==> src/rtl/uart_pkg.sv <==
// uart_pkg: frame-format definitions shared by the UART transmitter and receiver.
//   state_e      - transmitter/receiver frame states
//   PAR_EVEN/ODD - encoding of the parity-type select
//   parity_bit() - parity bit from the XOR-reduction of the data and the parity type
package uart_pkg;

  typedef enum logic [2:0] {
    IDLE,
    START,
    DATA,
    PARITY,
    STOP
  } state_e;

  localparam logic PAR_EVEN = 1'b0;
  localparam logic PAR_ODD  = 1'b1;

  // Chooses the parity bit so the data ones plus the parity bit total even or odd.
  function automatic logic parity_bit(input logic data_xor, input logic typ);
    logic p;
    case (typ)
      PAR_EVEN: p = data_xor;
      PAR_ODD:  p = ~data_xor;
      default:  p = data_xor;
    endcase
    return p;
  endfunction

endpackage

==> src/rtl/uart_baud_cnt.sv <==
// uart_baud_cnt: bit-period counter. Counts 0..PRESCALE and wraps, so one bit period
// lasts PRESCALE+1 cycles.
//   CLK      - system clock
//   RST      - synchronous active-high reset
//   load     - restart the period at 0 on the next cycle (frame start)
//   PRESCALE - terminal count for the period
//   bit_done - high in the final cycle of each bit period
module uart_baud_cnt #(
  parameter int unsigned PRESCALE_W = 8
) (
  input  logic                  CLK,
  input  logic                  RST,
  input  logic                  load,
  input  logic [PRESCALE_W-1:0] PRESCALE,
  output logic                  bit_done
);

  logic [PRESCALE_W-1:0] cnt_q;

  assign bit_done = (cnt_q == PRESCALE);

  always_ff @(posedge CLK) begin
    if (RST) begin
      cnt_q <= '0;
    end else if (load || bit_done) begin
      cnt_q <= '0;
    end else begin
      cnt_q <= cnt_q + PRESCALE_W'(1);
    end
  end

endmodule

==> src/rtl/uart_tx_param.sv <==
// uart_tx_param: parametrised UART transmitter. Sends start, DATA_WIDTH data bits
// (LSB first), optional parity and 1 or 2 stop bits; valid/ready handshake allows
// back-to-back frames with no idle gap.
//   CLK, RST     - clock, synchronous active-high reset
//   P_DATA       - word to send, captured on accept
//   DATA_VALID   - word available
//   DATA_READY   - word accepted at the next edge if DATA_VALID
//   PAR_EN       - insert parity bit (captured on accept)
//   PAR_TYP      - 0 even, 1 odd parity (captured on accept)
//   STOP2        - two stop bits (captured on accept)
//   PRESCALE     - bit period is PRESCALE+1 cycles (captured on accept)
//   TX_OUT       - registered serial line, idles high
//   Busy         - frame in progress
module uart_tx_param
  import uart_pkg::*;
#(
  parameter int unsigned DATA_WIDTH = 8,
  parameter int unsigned PRESCALE_W = 8
) (
  input  logic                  CLK,
  input  logic                  RST,
  input  logic [DATA_WIDTH-1:0] P_DATA,
  input  logic                  DATA_VALID,
  output logic                  DATA_READY,
  input  logic                  PAR_EN,
  input  logic                  PAR_TYP,
  input  logic                  STOP2,
  input  logic [PRESCALE_W-1:0] PRESCALE,
  output logic                  TX_OUT,
  output logic                  Busy
);

  localparam int unsigned IDX_W = $clog2(DATA_WIDTH);

  state_e                state_q, state_d;
  logic [DATA_WIDTH-1:0] shift_q;
  logic [PRESCALE_W-1:0] prescale_q;
  logic [IDX_W-1:0]      bit_idx_q;
  logic                  par_bit_q, par_en_q, stop2_q, stop_idx_q;
  logic                  tx_q, tx_d;
  logic                  ready, accept, bit_done, last_data, last_stop;

  assign accept    = DATA_VALID && ready;
  assign last_data = bit_done && (bit_idx_q == IDX_W'(DATA_WIDTH - 1));
  assign last_stop = bit_done && (stop_idx_q == stop2_q);

  uart_baud_cnt #(
    .PRESCALE_W(PRESCALE_W)
  ) u_baud (
    .CLK      (CLK),
    .RST      (RST),
    .load     (accept),
    .PRESCALE (prescale_q),
    .bit_done (bit_done)
  );

  // State register and frame shadow registers.
  always_ff @(posedge CLK) begin
    if (RST) begin
      state_q    <= IDLE;
      tx_q       <= 1'b1;
      shift_q    <= '0;
      prescale_q <= '0;
      bit_idx_q  <= '0;
      par_bit_q  <= 1'b0;
      par_en_q   <= 1'b0;
      stop2_q    <= 1'b0;
      stop_idx_q <= 1'b0;
    end else begin
      state_q <= state_d;
      tx_q    <= tx_d;
      if (accept) begin
        shift_q    <= P_DATA;
        prescale_q <= PRESCALE;
        par_bit_q  <= parity_bit(^P_DATA, PAR_TYP);
        par_en_q   <= PAR_EN;
        stop2_q    <= STOP2;
        bit_idx_q  <= '0;
        stop_idx_q <= 1'b0;
      end else if (bit_done) begin
        if (state_q == DATA) begin
          shift_q   <= shift_q >> 1;
          bit_idx_q <= bit_idx_q + IDX_W'(1);
        end
        if (state_q == STOP) begin
          stop_idx_q <= ~stop_idx_q;
        end
      end
    end
  end

  // Next-state logic.
  always_comb begin
    state_d = state_q;
    case (state_q)
      IDLE:    if (accept) state_d = START;
      START:   if (bit_done) state_d = DATA;
      DATA:    if (last_data) state_d = par_en_q ? PARITY : STOP;
      PARITY:  if (bit_done) state_d = STOP;
      STOP:    if (last_stop) state_d = accept ? START : IDLE;
      default: state_d = IDLE;
    endcase
  end

  // Outputs. The line value is computed from the next state so TX_OUT, a flop,
  // lines up with the state it belongs to.
  always_comb begin
    ready = (state_q == IDLE) || ((state_q == STOP) && last_stop);
    tx_d  = 1'b1;
    case (state_d)
      START:   tx_d = 1'b0;
      // On a data-bit boundary the register shifts this edge, so bit 1 is next.
      DATA:    tx_d = ((state_q == DATA) && bit_done) ? shift_q[1] : shift_q[0];
      PARITY:  tx_d = par_bit_q;
      default: tx_d = 1'b1;
    endcase
  end

  assign DATA_READY = ready;
  assign TX_OUT     = tx_q;
  assign Busy       = (state_q != IDLE);

endmodule

==> config.mk <==
export PLATFORM = sky130hd
export DESIGN_NAME = uart_tx_param
export DESIGN_NICKNAME = d
export VERILOG_FILES = /design/src/rtl/uart_pkg.sv /design/src/rtl/uart_baud_cnt.sv /design/src/rtl/uart_tx_param.sv
export SDC_FILE = /design/constraint.sdc
export NUM_CORES = 1
export LEC_CHECK = 0
export ABC_AREA = 1
export CORE_UTILIZATION = 30
export CTS_CLUSTER_DIAMETER = 60
export CTS_CLUSTER_SIZE = 12
export DETAILED_ROUTE_END_ITERATION = 10
export PLACE_DENSITY = 0.49
export SLEW_MARGIN = 5
export SYNTH_ARGS = -nofsm -noshare
export SYNTH_HDL_FRONTEND = slang
export SYNTH_HIERARCHICAL = 1
export SYNTH_SLANG_ARGS = --single-unit
==> constraint.sdc <==
create_clock -name CLK -period 3.1 [get_ports CLK]
set_input_delay 0.775 -clock CLK [delete_from_list [all_inputs] [get_ports CLK]]
set_output_delay 0.775 -clock CLK [all_outputs]
set_load 0.005 [all_outputs]
== After elaboration in Yosys (flattened, before gate mapping) ==
Index checks and enable logic that the tools add are counted.
Operators by class
  add/subtract/negate cells: 2
  equality and inequality tests: 10
  multiplexer cells: 14
  bitwise operators: 3
  reductions and logical operators: 17
Operators by type and width (count)
  two-way mux 8 bit: 3
  two-way mux 3 bit: 6
  case mux 3 bit (5 select lines): 1
  equality test 3 x 2 -> 1 bit (second input constant): 4
  adder 8 x 1 -> 8 bit (second input constant): 1
  equality test 8 bit: 1
  parity 8 bit: 1
  equality test 3 x 1 -> 1 bit (second input constant): 2
  equality test 3 bit (second input constant): 2
  AND reduction 2 bit: 3
  logical AND 1 bit: 5
  nonzero test 2 bit: 2
  OR reduction 2 bit: 2
  adder 3 x 1 -> 3 bit (second input constant): 1
  logical NOT 3 bit: 1
  NOT 1 bit: 3
  case mux 1 bit (3 select lines): 1
  nonzero test 3 bit: 1
  logical OR 1 bit: 2
  two-way mux 1 bit: 2
  case mux 1 bit (2 select lines): 1
  equality test 1 bit: 1
Word-level totals
  register bits: 35
  input port bits: 22
  output and inout bits: 3
  word-level logic and storage cells: 56

== Depth between registers and ports, before layout ==
  word-level depth: 10
  gate-level depth with buffers: 15
  gate-level depth less buffers: 15

== Hierarchy ==
The synthesis kept the hierarchy.
Modules (own cells, without submodules)
  uart_tx_param: instances 1, cells each 208, area each 1447.6 um2, seq. area each 540.5 um2
  uart_baud_cnt: instances 1, cells each 72, area each 501.7 um2, seq. area each 160.2 um2

== Worst setup path after synthesis ==
No wires, ideal clock.
  path kind: register to output
  start point: reg u_baud.cnt_q[2]
  end point: out DATA_READY
  data arrival time: 1.205 ns
  data required time: 2.325 ns
  path slack: 1.120 ns
  stages on the path, launching flop included: 8
  buffers on the path: 0
  cells stage by stage: dfxtp_1 -> xnor2_1 -> nand2_1 -> nor2_1 -> nand2_2 -> inv_1 -> nand3_2 -> a21oi_1
On the way
  longest elaborated chain between the ends: 4
Ends and longest elaborated chain
  start: declaration: line uart_baud_cnt.sv:18  | logic [PRESCALE_W-1:0] cnt_q;
  start signal: assignment: line uart_baud_cnt.sv:28  | cnt_q <= cnt_q + PRESCALE_W'(1);
  equality test 8 bit: line uart_baud_cnt.sv:20  | assign bit_done = (cnt_q == PRESCALE);
  net bit_done: line uart_tx_param.sv:41  | logic ready, accept, bit_done, last_data, last_stop;
  logical AND 1 bit: line uart_tx_param.sv:45  | assign last_stop = bit_done && (stop_idx_q == stop2_q);
  logical AND 1 bit: line uart_tx_param.sv:108  | ready = (state_q == IDLE) || ((state_q == STOP) && last_stop);
  logical OR 1 bit: line uart_tx_param.sv:108
  end: declaration: line uart_tx_param.sv:24  | output logic DATA_READY,
The timed path passes the listed nets, and every way through them passes these cells.

== Final worst setup path ==
Ends and elaborated chain as after synthesis.

==> results by group <==
Power
  – Leak pwr: between 1 and 1.5 nW
  – Power Dens Cells: just under 500 nW/µm²
  – Comb power frac: a little over a quarter
  – Total power: 1.14 mW
  – Sw Share: about a third
  – Internal: roughly 0.77 mW
  – Clock share of power: between 20% and 30%
  – Worst VDD drop: 0.166 mV
  – Sequential Power Share: between 40% and 50%
  – Psw: approximately 0.37 mW

Synth
  – Post-synthesis compound-gate area fraction: under 10%
  – Post-Synth Adder-Cell Area: ~1.9%
  – #FFs+latches synth: 35
  – Multiplexer area fraction after synthesis: 0%
  – Sequential fraction of the synthesis area: between 30% and 40%
  – Yosys cell types: 27
  – Mapped Avg Cell Area: 6.96 µm²
  – Mapped Area: around 1900 µm²
  – Largest family of logic cells by synthesized area: simple AND/OR/NAND/NOR gates
  – Net count after synthesis: roughly 310
  – Post-Synth Simple-Gate Area: between 30% and 40%
  – Post-Synthesis Cells: 280
  – Post-synthesis xor/xnor area fraction: 4.94%
  – Ys Warns: 6

Route
  – Initial drt markers: 75
  – Post-DRT Antenna Nets: 0
  – Detailed-route via count: about 1,700
  – Drt pass-1 iters: 4
  – Drt total wl: around 4200 µm
  – DR WL/cell: 10.9 µm
  – Post-route DRC: 0
  – Avg Vias per Cell: about 4.4

CTS
  – CTS buffer count: 5
  – Number of hold buffers added after cts: 0
  – Post-CTS sizing: 0
  – Clock Root Buffer: clkbuf_8
  – Clk_lat worst skew: 290 ps
  – Clock sinks: 35
  – Clk slew on worst S/H paths: roughly 70 ps
  – CTS tree: done
  – Setup Fix Bufs, Post-CTS: 0
  – Clk buf depth: 2
  – # H-tree levels: 2

Placed design
  – DP HPWL: 3060 µm
  – Routability congestion estimate: between 0.7 and 0.8
  – Input/output buffers: 24

GRT
  – Grt total ovfl: 0
  – Initial antenna violation count: 0
  – GRT Util Overall: 13.8%
  – Largest net degree at the start of global routing: 28
  – Vias in the first global route: 1,522
  – First-pass GRT wire length: 6930 µm

Timing
  – Fmax achieved: 343 MHz
  – Setup violators final: 0
  – Tmin final: 2910 ps
  – Worst Hold Slack: 467 ps
  – Unrepaired setup endpoints after global routing: no
  – Worst Max-Slew Pin Slew: around 430 ps
  – Max-slew headroom: 71.0%
  – Fin. max-slew vios: 0
  – Hold Vio Cnt, Final: 0
  – Fin crit share: a little over nine tenths
  – Clk_skew: about 7.2 ps
  – Setup TNS: 0 ps

Run
  – Max cap viols: 0

Die
  – Die area: between 6000 and 7000 µm²
  – I/O pins: 25
  – Starting Density: 30.9%
  – Placement row count: 29
  – Core area: 6310 µm²
  – Die width: 82.6 µm
  – Die height: 82.6 µm

Cells and area
  – Ant. Diodes: 0
  – Seq. cell area: roughly 700 µm²
  – Layout cells sized above 1: around 15%
  – Commonest non-fill, non-tap cell in the layout: nand2_1
  – Multi-input logic area: roughly 1100 µm²
  – Commonest non-fill, non-tap cells in the layout: 92 x nand2_1, 35 x dfxtp_1, 35 x inv_1
  – Nets: between 300 and 400
  – Area growth, synth to finish: 19.4%
  – Fillers: 706

Setup path
  – Critical Path AT: ~2100 ps
  – Reg2reg path depth: 12
  – CP Class: reg -> out
  – Flop2flop setup slack: about 1000 ps
  – FF-to-FF Start: u_baud/cnt_q[2]$_SDFF_PP0_
  – FF-to-FF End: u_baud/cnt_q[0]$_SDFF_PP0_
  – CP endpoint kind: output port
  – WP data required: 2320 ps
  – CP Launch Type: register
  – Critical-path maximum fanout: 6

Worst hold path
  – Hold path depth: 2
  – HP Start: bit_idx_q[2]$_SDFFE_PP0P_
  – Worst min path class: reg -> reg
  – Min-Delay Endpoint: bit_idx_q[2]$_SDFFE_PP0P_

Outcome
  – Run status: completed
how the worst max path moves through the flow:
stage	startpoint	slack [ps]	end
CTS	u_baud/cnt_q[2]$_SDFF_PP0_	170	DATA_READY
detailed placement	u_baud/cnt_q[0]$_SDFF_PP0_	500	DATA_READY
global placement	u_baud/cnt_q[2]$_SDFF_PP0_	530	DATA_READY
floorplan	u_baud/cnt_q[2]$_SDFF_PP0_	1120	DATA_READY
global route	u_baud/cnt_q[2]$_SDFF_PP0_	50	DATA_READY
finish	u_baud/cnt_q[2]$_SDFF_PP0_	190	DATA_READY
power groups by stage:
stage	logic, mW	registers [mW]	clock network (mW)
2_1_floorplan	0.224	0.525	0
3_3_place_gp	0.305	0.532	0
3_5_place_dp	0.305	0.532	0
4_1_cts	0.307	0.522	0.330
5_1_grt	0.343	0.527	0.360
6_report	0.302	0.522	0.317
state kept, by name, indices dropped and copies added, names as in the netlist, 3 cells and up:
signal,flops
u_baud/cnt_q,8
prescale_q,8
shift_q,8
bit_idx_q,3
state_q,3
cell usage after synthesis:
cell / n / area (µm²)
nand3_1: 19 / 95.1
nand2_4: 2 / 22.5
clkinv_2: 1 / 5.00
buf_2: 2 / 10.0
clkbuf_1: 2 / 7.51
buf_12: 1 / 20.0
o211ai_1: 1 / 7.51
nand4_1: 7 / 43.8
inv_1: 35 / 131
xnor2_1: 5 / 43.8
a31oi_1: 2 / 12.5
a21oi_2: 8 / 70.1
nand2_2: 10 / 62.6
o21ai_0: 4 / 20.0
buf_4: 1 / 7.51
nand3_4: 1 / 17.5
a21oi_1: 14 / 70.1
buf_6: 1 / 11.3
xor2_1: 6 / 52.6
nand2_1: 92 / 345
nor2_2: 9 / 56.3
dfxtp_1: 35 / 701
nand3_2: 2 / 20.0
ha_1: 3 / 37.5
inv_2: 1 / 3.75
nor2_1: 14 / 52.6
nor2_4: 2 / 22.5
through the flow:
| step | setup WS (ps) | std cells | cell area [µm²] | util, % |
|---|---|---|---|---|
| 6_report | 188 | 384 | 2330 | 36.9 |
| 5_1_grt | 54.4 | 384 | 2330 | 36.9 |
| 4_1_cts | 174 | 384 | 2330 | 36.9 |
| 3_5_place_dp | 496 | 376 | 2240 | 35.6 |
| 3_3_place_gp | 530 | 376 | 2240 | 35.6 |
| 2_1_floorplan | 1120 | 280 | 1950 | - |
final cells by class:
| cell class | count | area share [%] |
|---|---|---|
| flip-flops and latches | 35 | 30.1 |
| inverters | 37 | 6.02 |
| repair buffers | 26 | 11.0 |
| well taps | 77 | 4.14 |
| clock inverters | 3 | 0.645 |
| multi-input cells | 201 | 45.2 |
| clock buffers | 5 | 2.96 |
kinds of logic (layout without fill, tap and decap cells):
group | after synthesis | count (layout)
flops | 35 | 35
simple gates | 158 | 158
fa+ha+maj | 3 | 3
compound gates | 29 | 29
buf+inv | 44 | 71
xor+xnor | 11 | 11
worst max-delay path, cell delays in order, from the launching register on:
cell and delay (ps):
dfxtp_1 440, xnor2_1 140, nand2_1 60, nor2_1 120
nand2_2 90, inv_1 200, nand3_2 150, a21oi_1 150
clkdlybuf4s50_1 510
layer usage:
metal  GRT usage (%)  part of all wire, %
met1            17.5                   51
met2            22.1                   45
met3            4.29                  3.3
met4            4.66                  1.0
met5               0                    0
Note: power is estimated with default switching activity, not from simulation.
==> variant 1: new RTL, same flow settings <==
Encoding of `state_e`: now Gray code (3 bits for 5 states).
--- a/src/rtl/uart_pkg.sv
+++ b/src/rtl/uart_pkg.sv
@@ -6,9 +6,9 @@
 
   typedef enum logic [2:0] {
-    IDLE,
-    START,
-    DATA,
-    PARITY,
-    STOP
+    IDLE   = 3'b000,
+    START  = 3'b001,
+    DATA   = 3'b011,
+    PARITY = 3'b010,
+    STOP   = 3'b110
   } state_e;
 
Function: same outputs for any inputs over 10 cycles, from zero or initial values and one cycle with RST high; not proved beyond that.
==> variant 1 against the original RTL <==
- wire length is 6.8% lower
- sequential power is 4.0% lower
- register-to-register slack worse by 0.18 ns
- critical path depth is 3 higher
- synthesized cell count is 3.2% lower
- non-clock buffer count stayed put
- power is 0.64% lower
- cell area is 2.3% lower
- count of clock-buffer cells in the layout is 1 higher
- area after synthesis is 4.4% lower
- final cell count is 2.9% lower
- sequential cell count stayed put
- setup slack worse by 0.015 ns
- critical endpoint unchanged
- largest cell class unchanged
==> variant 1: results (changes against the original RTL) <==
Status
  • Result of the run: completed (unchanged)

Logic synthesis
  • Seq/Total Area, Yosys: 0.376 (was 0.359)
  • Number of nets in the synthesized netlist: 296 (was 305)
  • Synth unique cells: 27 (unchanged)
  • Synthesized area divided by synthesized cell count: 6.88 um2 (was 6.96 um2)
  • Fraction of registers with async set/reset: 0 (unchanged)
  • Leading post-synthesis cells by cell area: sky130_fd_sc_hd__dfxtp_1 (38%), sky130_fd_sc_hd__nand2_1 (16%), sky130_fd_sc_hd__nor2_1 (6.4%) (was sky130_fd_sc_hd__dfxtp_1 (36%), sky130_fd_sc_hd__nand2_1 (18%), sky130_fd_sc_hd__inv_1 (6.7%))
  • List of most frequent post-synthesis cells: sky130_fd_sc_hd__nand2_1 (77), sky130_fd_sc_hd__dfxtp_1 (35), sky130_fd_sc_hd__nor2_1 (32) (was sky130_fd_sc_hd__nand2_1 (92), sky130_fd_sc_hd__dfxtp_1 (35), sky130_fd_sc_hd__inv_1 (35))
  • Most used flip-flop cell after synthesis: sky130_fd_sc_hd__dfxtp_1 (unchanged)

Placed design
  • Count of input and output buffers: 24 (unchanged)
  • Placer congestion estimate: 0.735 (was 0.796)
  • Cell count after placement: 365 (was 376)
  • HPWL Detailed: 2830 um (was 3060 um)
  • Worst setup slack before clock tree synthesis: 0.464 ns (was 0.496 ns)
  • Area after detailed placement: 0.00216 mm2 (was 0.00224 mm2)

Worst setup path
  • Worst R2R Setup Slack: 0.83 ns (was 1.01 ns)
  • Worst R2R End: shift_q[1] (was u_baud/cnt_q[0])
  • Crit Reg-Reg Startpoint: u_baud/cnt_q[5] (was u_baud/cnt_q[2])
  • Worst r2r path cells: 15 (was 12)
  • Worst Path Max Fanout: 7 (was 6)

Power
  • Internal power: 829 uW (was 767 uW)
  • Leak pwr: 0.000993 uW (was 0.00102 uW)
  • IR drop worst, VDD: 0.165 mV (was 0.166 mV)

Min path
  • Path class of the lowest-slack min-delay path: reg2reg (unchanged)
  • Min-delay src: bit_idx_q[1] (was bit_idx_q[2])
  • Endpoint with the worst hold slack: bit_idx_q[1] (was bit_idx_q[2])

Drt
  • Initial detailed-routing violation count: 56 (was 75)
  • WL per Instance: 10.4 um (was 10.9 um)
  • Routed via count divided by cell count: 4.31 (was 4.42)
  • WL final: 3900 um (was 4180 um)

Global route
  • GR Util All Layers: 0.133 (was 0.138)
  • Wire length of the first global-routing pass: 6520 um (was 6930 um)
  • Number of global-route vias before repair: 1387 (was 1522)
  • Largest net degree at the start of global routing: 29 (was 28)

Timing
  • Clock skew: 0.00558 ns (was 0.00722 ns)
  • Actual transition at the worst max-transition pin: 0.524 ns (was 0.434 ns)
  • Worst hold-check slack: 0.469 ns (was 0.467 ns)

Final layout
  • Fraction of final layout cells sized beyond drive strength 1: 0.117 (was 0.150)
  • Number of inserted filler cells in the final layout: 650 (was 706)
  • Final net count: 322 (was 331)

Clocking
  • Maximum level of the CTS H-tree: 2 (unchanged)
[variant 1: changes by cell type in the layout (fill, tap and decap cells not counted), sizes merged, moves of 5 or more]
| cell | before | now |
|---|---|---|
| a21oi | 22 | 13 |
| nand4 | 7 | 1 |
| nand2 | 104 | 85 |
| inv | 36 | 31 |
| nor2 | 25 | 42 |
| o21ai | 4 | 17 |
[variant 1: worst max-delay path: stages (launching register included)]
cell and delay, ns:
sky130_fd_sc_hd__dfxtp_1 0.43, sky130_fd_sc_hd__nand2_1 0.07, sky130_fd_sc_hd__nand2_1 0.08, sky130_fd_sc_hd__nand2_2 0.04, sky130_fd_sc_hd__nor2_1 0.12, sky130_fd_sc_hd__nand2_2 0.09, sky130_fd_sc_hd__inv_1 0.10, sky130_fd_sc_hd__nand2_2 0.09
sky130_fd_sc_hd__nor2_4 0.13, sky130_fd_sc_hd__nand2_2 0.07, sky130_fd_sc_hd__nand2_4 0.12, sky130_fd_sc_hd__clkdlybuf4s50_1 0.52
[variant 1: power by group through the flow]
stage | clock network (uW) | logic (uW) | registers (uW)
2_1_floorplan | 0 | 143 | 507
3_3_place_gp | 0 | 203 | 512
3_5_place_dp | 0 | 203 | 512
4_1_cts | 443 | 204 | 502
5_1_grt | 463 | 230 | 505
6_report | 431 | 201 | 501
[variant 1: timing repair]
item / in CTS / in global routing
hold buffers: 0 / 0
hold endpoints to repair: 0 / 0
buffers inserted: 0 / 0
gates resized for setup: 0 / 1
setup endpoints to repair: 0 / 1
[variant 1: worst max-delay path by stage]
stage | startpoint | endpoint | slack, ns | depth (start not counted)
floorplan | u_baud/cnt_q[2] | DATA_READY | 1.10 | 9
global route | u_baud/cnt_q[1] | DATA_READY | 0.009 | 11
detailed placement | u_baud/cnt_q[2] | DATA_READY | 0.46 | 10
CTS | u_baud/cnt_q[2] | DATA_READY | 0.13 | 10
global placement | u_baud/cnt_q[2] | DATA_READY | 0.49 | 10
finish | u_baud/cnt_q[0] | DATA_READY | 0.17 | 11
[variant 1: cells by family after synthesis]
kind of cell,synth area share
adder cells (fa/ha/maj),0.0201
AND/OR/NAND/NOR,0.368
AO/OA/AOI/OAI,0.0846
XOR/XNOR,0.0564
flip-flops,0.376
buffers and inverters,0.0953
[variant 1: final cells by class]
class                           instances  area [um2]  area share
Tap cell                               75        93.8      0.0413
Sequential cell                        35         702       0.309
Multi-Input combinational cell        197         986       0.433
Inverter                               32         120      0.0528
Clock inverter                          2        35.0      0.0154
Clock buffer                            6        82.6      0.0363
Timing Repair Buffer                   26         255       0.112
[variant 1: metal layers]
layer	global-route usage	share of wire	routed length, um
met5	0	0	0
met4	0.0589	0.015	59
met3	0.0348	0.037	143
met2	0.197	0.42	1640
met1	0.179	0.53	2050
==> variant 2: new RTL, same flow settings <==
Made on the original files. Set the parameter `DATA_WIDTH` to 16 (it was 8).
--- a/src/rtl/uart_tx_param.sv
+++ b/src/rtl/uart_tx_param.sv
@@ -15,5 +15,5 @@
   import uart_pkg::*;
 #(
-  parameter int unsigned DATA_WIDTH = 8,
+  parameter int unsigned DATA_WIDTH = 16,
   parameter int unsigned PRESCALE_W = 8
 ) (
Interface: changed (resized P_DATA); port bits go from 25 to 33. No check against the original RTL was run, so the function may have changed too.
==> variant 2 against the original RTL <==
- largest power group unchanged
- sequential cell count up 9
- cell area is 21% higher
- final cell count increased by 26%
- critical path depth increased by 1
- via count grew 21%
- non-clock buffer count grew 7
- combinational power is 8.6% higher
- first-iteration DRC count decreased by 6.7%
- power grew 16%
- setup slack got worse by 0.021 ns
- wire length grew 12%
- die area up 19%
- sequential power up 24%
- area after synthesis is 20% higher
==> variant 2: results (changes against the original RTL) <==
Status
  • Result of the run: completed (unchanged)

Placed design
  • Placer congestion estimate: 0.757 (was 0.796)
  • HPWL Detailed: 3470 um (was 3060 um)
  • Count of input and output buffers: 32 (was 24)

Power
  • IR drop worst, VDD: 0.181 mV (was 0.166 mV)
  • Internal power: 906 uW (was 767 uW)
  • Leak pwr: 0.00122 uW (was 0.00102 uW)

Final layout
  • Number of inserted filler cells in the final layout: 805 (was 706)
  • Final net count: 417 (was 331)
  • Fraction of final layout cells sized beyond drive strength 1: 0.0855 (was 0.150)
  • Registers with the most flip-flops: shift_q (16), prescale_q (8), u_baud/cnt_q (8) (was prescale_q (8), shift_q (8), u_baud/cnt_q (8))

Drt
  • WL final: 4690 um (was 4180 um)
  • Initial detailed-routing violation count: 70 (was 75)
  • Routed via count divided by cell count: 4.23 (was 4.42)

Global route
  • Wire length of the first global-routing pass: 8270 um (was 6930 um)

Worst setup path
  • Arrival time worst endpoint: 2.16 ns (was 2.14 ns)
  • Worst Path Max Fanout: 5 (was 6)
  • Worst R2R Setup Slack: 0.94 ns (was 1.01 ns)
  • Worst R2R End: u_baud/cnt_q[2] (was u_baud/cnt_q[0])

Logic synthesis
  • List of most frequent post-synthesis cells: sky130_fd_sc_hd__nand2_1 (140), sky130_fd_sc_hd__inv_1 (46), sky130_fd_sc_hd__dfxtp_1 (44) (was sky130_fd_sc_hd__nand2_1 (92), sky130_fd_sc_hd__dfxtp_1 (35), sky130_fd_sc_hd__inv_1 (35))
  • Seq/Total Area, Yosys: 0.378 (was 0.359)
  • Synth unique cells: 29 (was 27)
  • Leading post-synthesis cells by cell area: sky130_fd_sc_hd__dfxtp_1 (38%), sky130_fd_sc_hd__nand2_1 (23%), sky130_fd_sc_hd__inv_1 (7.4%) (was sky130_fd_sc_hd__dfxtp_1 (36%), sky130_fd_sc_hd__nand2_1 (18%), sky130_fd_sc_hd__inv_1 (6.7%))
  • Compound-Gate Fraction of Synth Area: 0.0794 (was 0.0924)

Timing
  • Max transition margin: 0.697 (was 0.710)
  • Clock skew: 0.0103 ns (was 0.00722 ns)

Min path
  • Min-delay src: u_baud/cnt_q[0] (was bit_idx_q[2])
variant 2: changes by cell type after synthesis, sizes merged, moves of 2 or more:
cell	before	now
a21oi	22	14
nor2	25	34
inv	36	49
a31oi	2	14
xnor2	5	7
nand4	7	4
nand3	22	17
nand2	104	145
dfxtp	35	44
variant 2: worst max-delay path by stage:
stage,start,endpoint,slack [ns],depth (start not counted)
floorplan,u_baud/cnt_q[2],DATA_READY,1.12,8
global placement,u_baud/cnt_q[2],DATA_READY,0.53,9
detailed placement,u_baud/cnt_q[2],DATA_READY,0.48,9
CTS,u_baud/cnt_q[2],DATA_READY,0.14,9
global route,u_baud/cnt_q[2],DATA_READY,0.002,9
finish,u_baud/cnt_q[2],DATA_READY,0.17,9
variant 2: timing repair:
action,CTS,global route
buffers inserted,0,0
setup endpoints to repair,0,1
gates resized for setup,0,1
variant 2: layout make-up:
cell class / count / area (um2) / area share
flip-flops and latches: 44 / 882 / 0.313
inverters: 50 / 194 / 0.0689
clock inverters: 3 / 18.8 / 0.00667
well taps: 99 / 124 / 0.0440
repair buffers: 33 / 328 / 0.116
clock buffers: 5 / 68.8 / 0.0244
multi-input cells: 251 / 1200 / 0.426
variant 2: metrics by stage:
stage               setup WS (ns)   util  cells  hold WS, ns
global route              0.00158  0.382    485        0.487
CTS                         0.144  0.382    485        0.471
finish                      0.166  0.382    485        0.466
floorplan                    1.12      -    353        0.439
detailed placement          0.484  0.370    477        0.459
global placement            0.535  0.370    477        0.453
variant 2: worst max-delay path: stages, from the launching register on:
cell and delay (ns):
sky130_fd_sc_hd__dfxtp_1 0.45, sky130_fd_sc_hd__xnor2_1 0.15, sky130_fd_sc_hd__nand2_1 0.06, sky130_fd_sc_hd__nor2_1 0.14, sky130_fd_sc_hd__nand2_2 0.10, sky130_fd_sc_hd__inv_1 0.17
sky130_fd_sc_hd__nand3_2 0.10, sky130_fd_sc_hd__nand2_2 0.09, sky130_fd_sc_hd__and2_1 0.12, sky130_fd_sc_hd__clkdlybuf4s50_1 0.49
variant 2: cells by family (layout without fill, tap and decap cells):
| logic type | count (synthesis) | after routing |
|---|---|---|
| and+or+nand+nor | 203 | 203 |
| buffers and inverters | 58 | 91 |
| DFF | 44 | 44 |
| AOI/OAI and AO/OA | 33 | 33 |
| xor gates and xnor gates | 13 | 13 |
| adders and majority gates | 2 | 2 |
variant 2: layer usage:
metal  up-vias  wire [um]  GRT usage
met2        34       1940      0.191
met5         -          0          0
met3         2        157     0.0296
met4         0         40     0.0403
met1       862       2560      0.168
li1       1155          -          -
variant 2: power by group through the flow:
stage	Combinational (uW)	Sequential, uW	Clock [uW]
floorplan	238	651	0
global placement	332	657	0
detailed placement	333	657	0
CTS	335	644	372
global route	377	651	397
finish	328	645	352
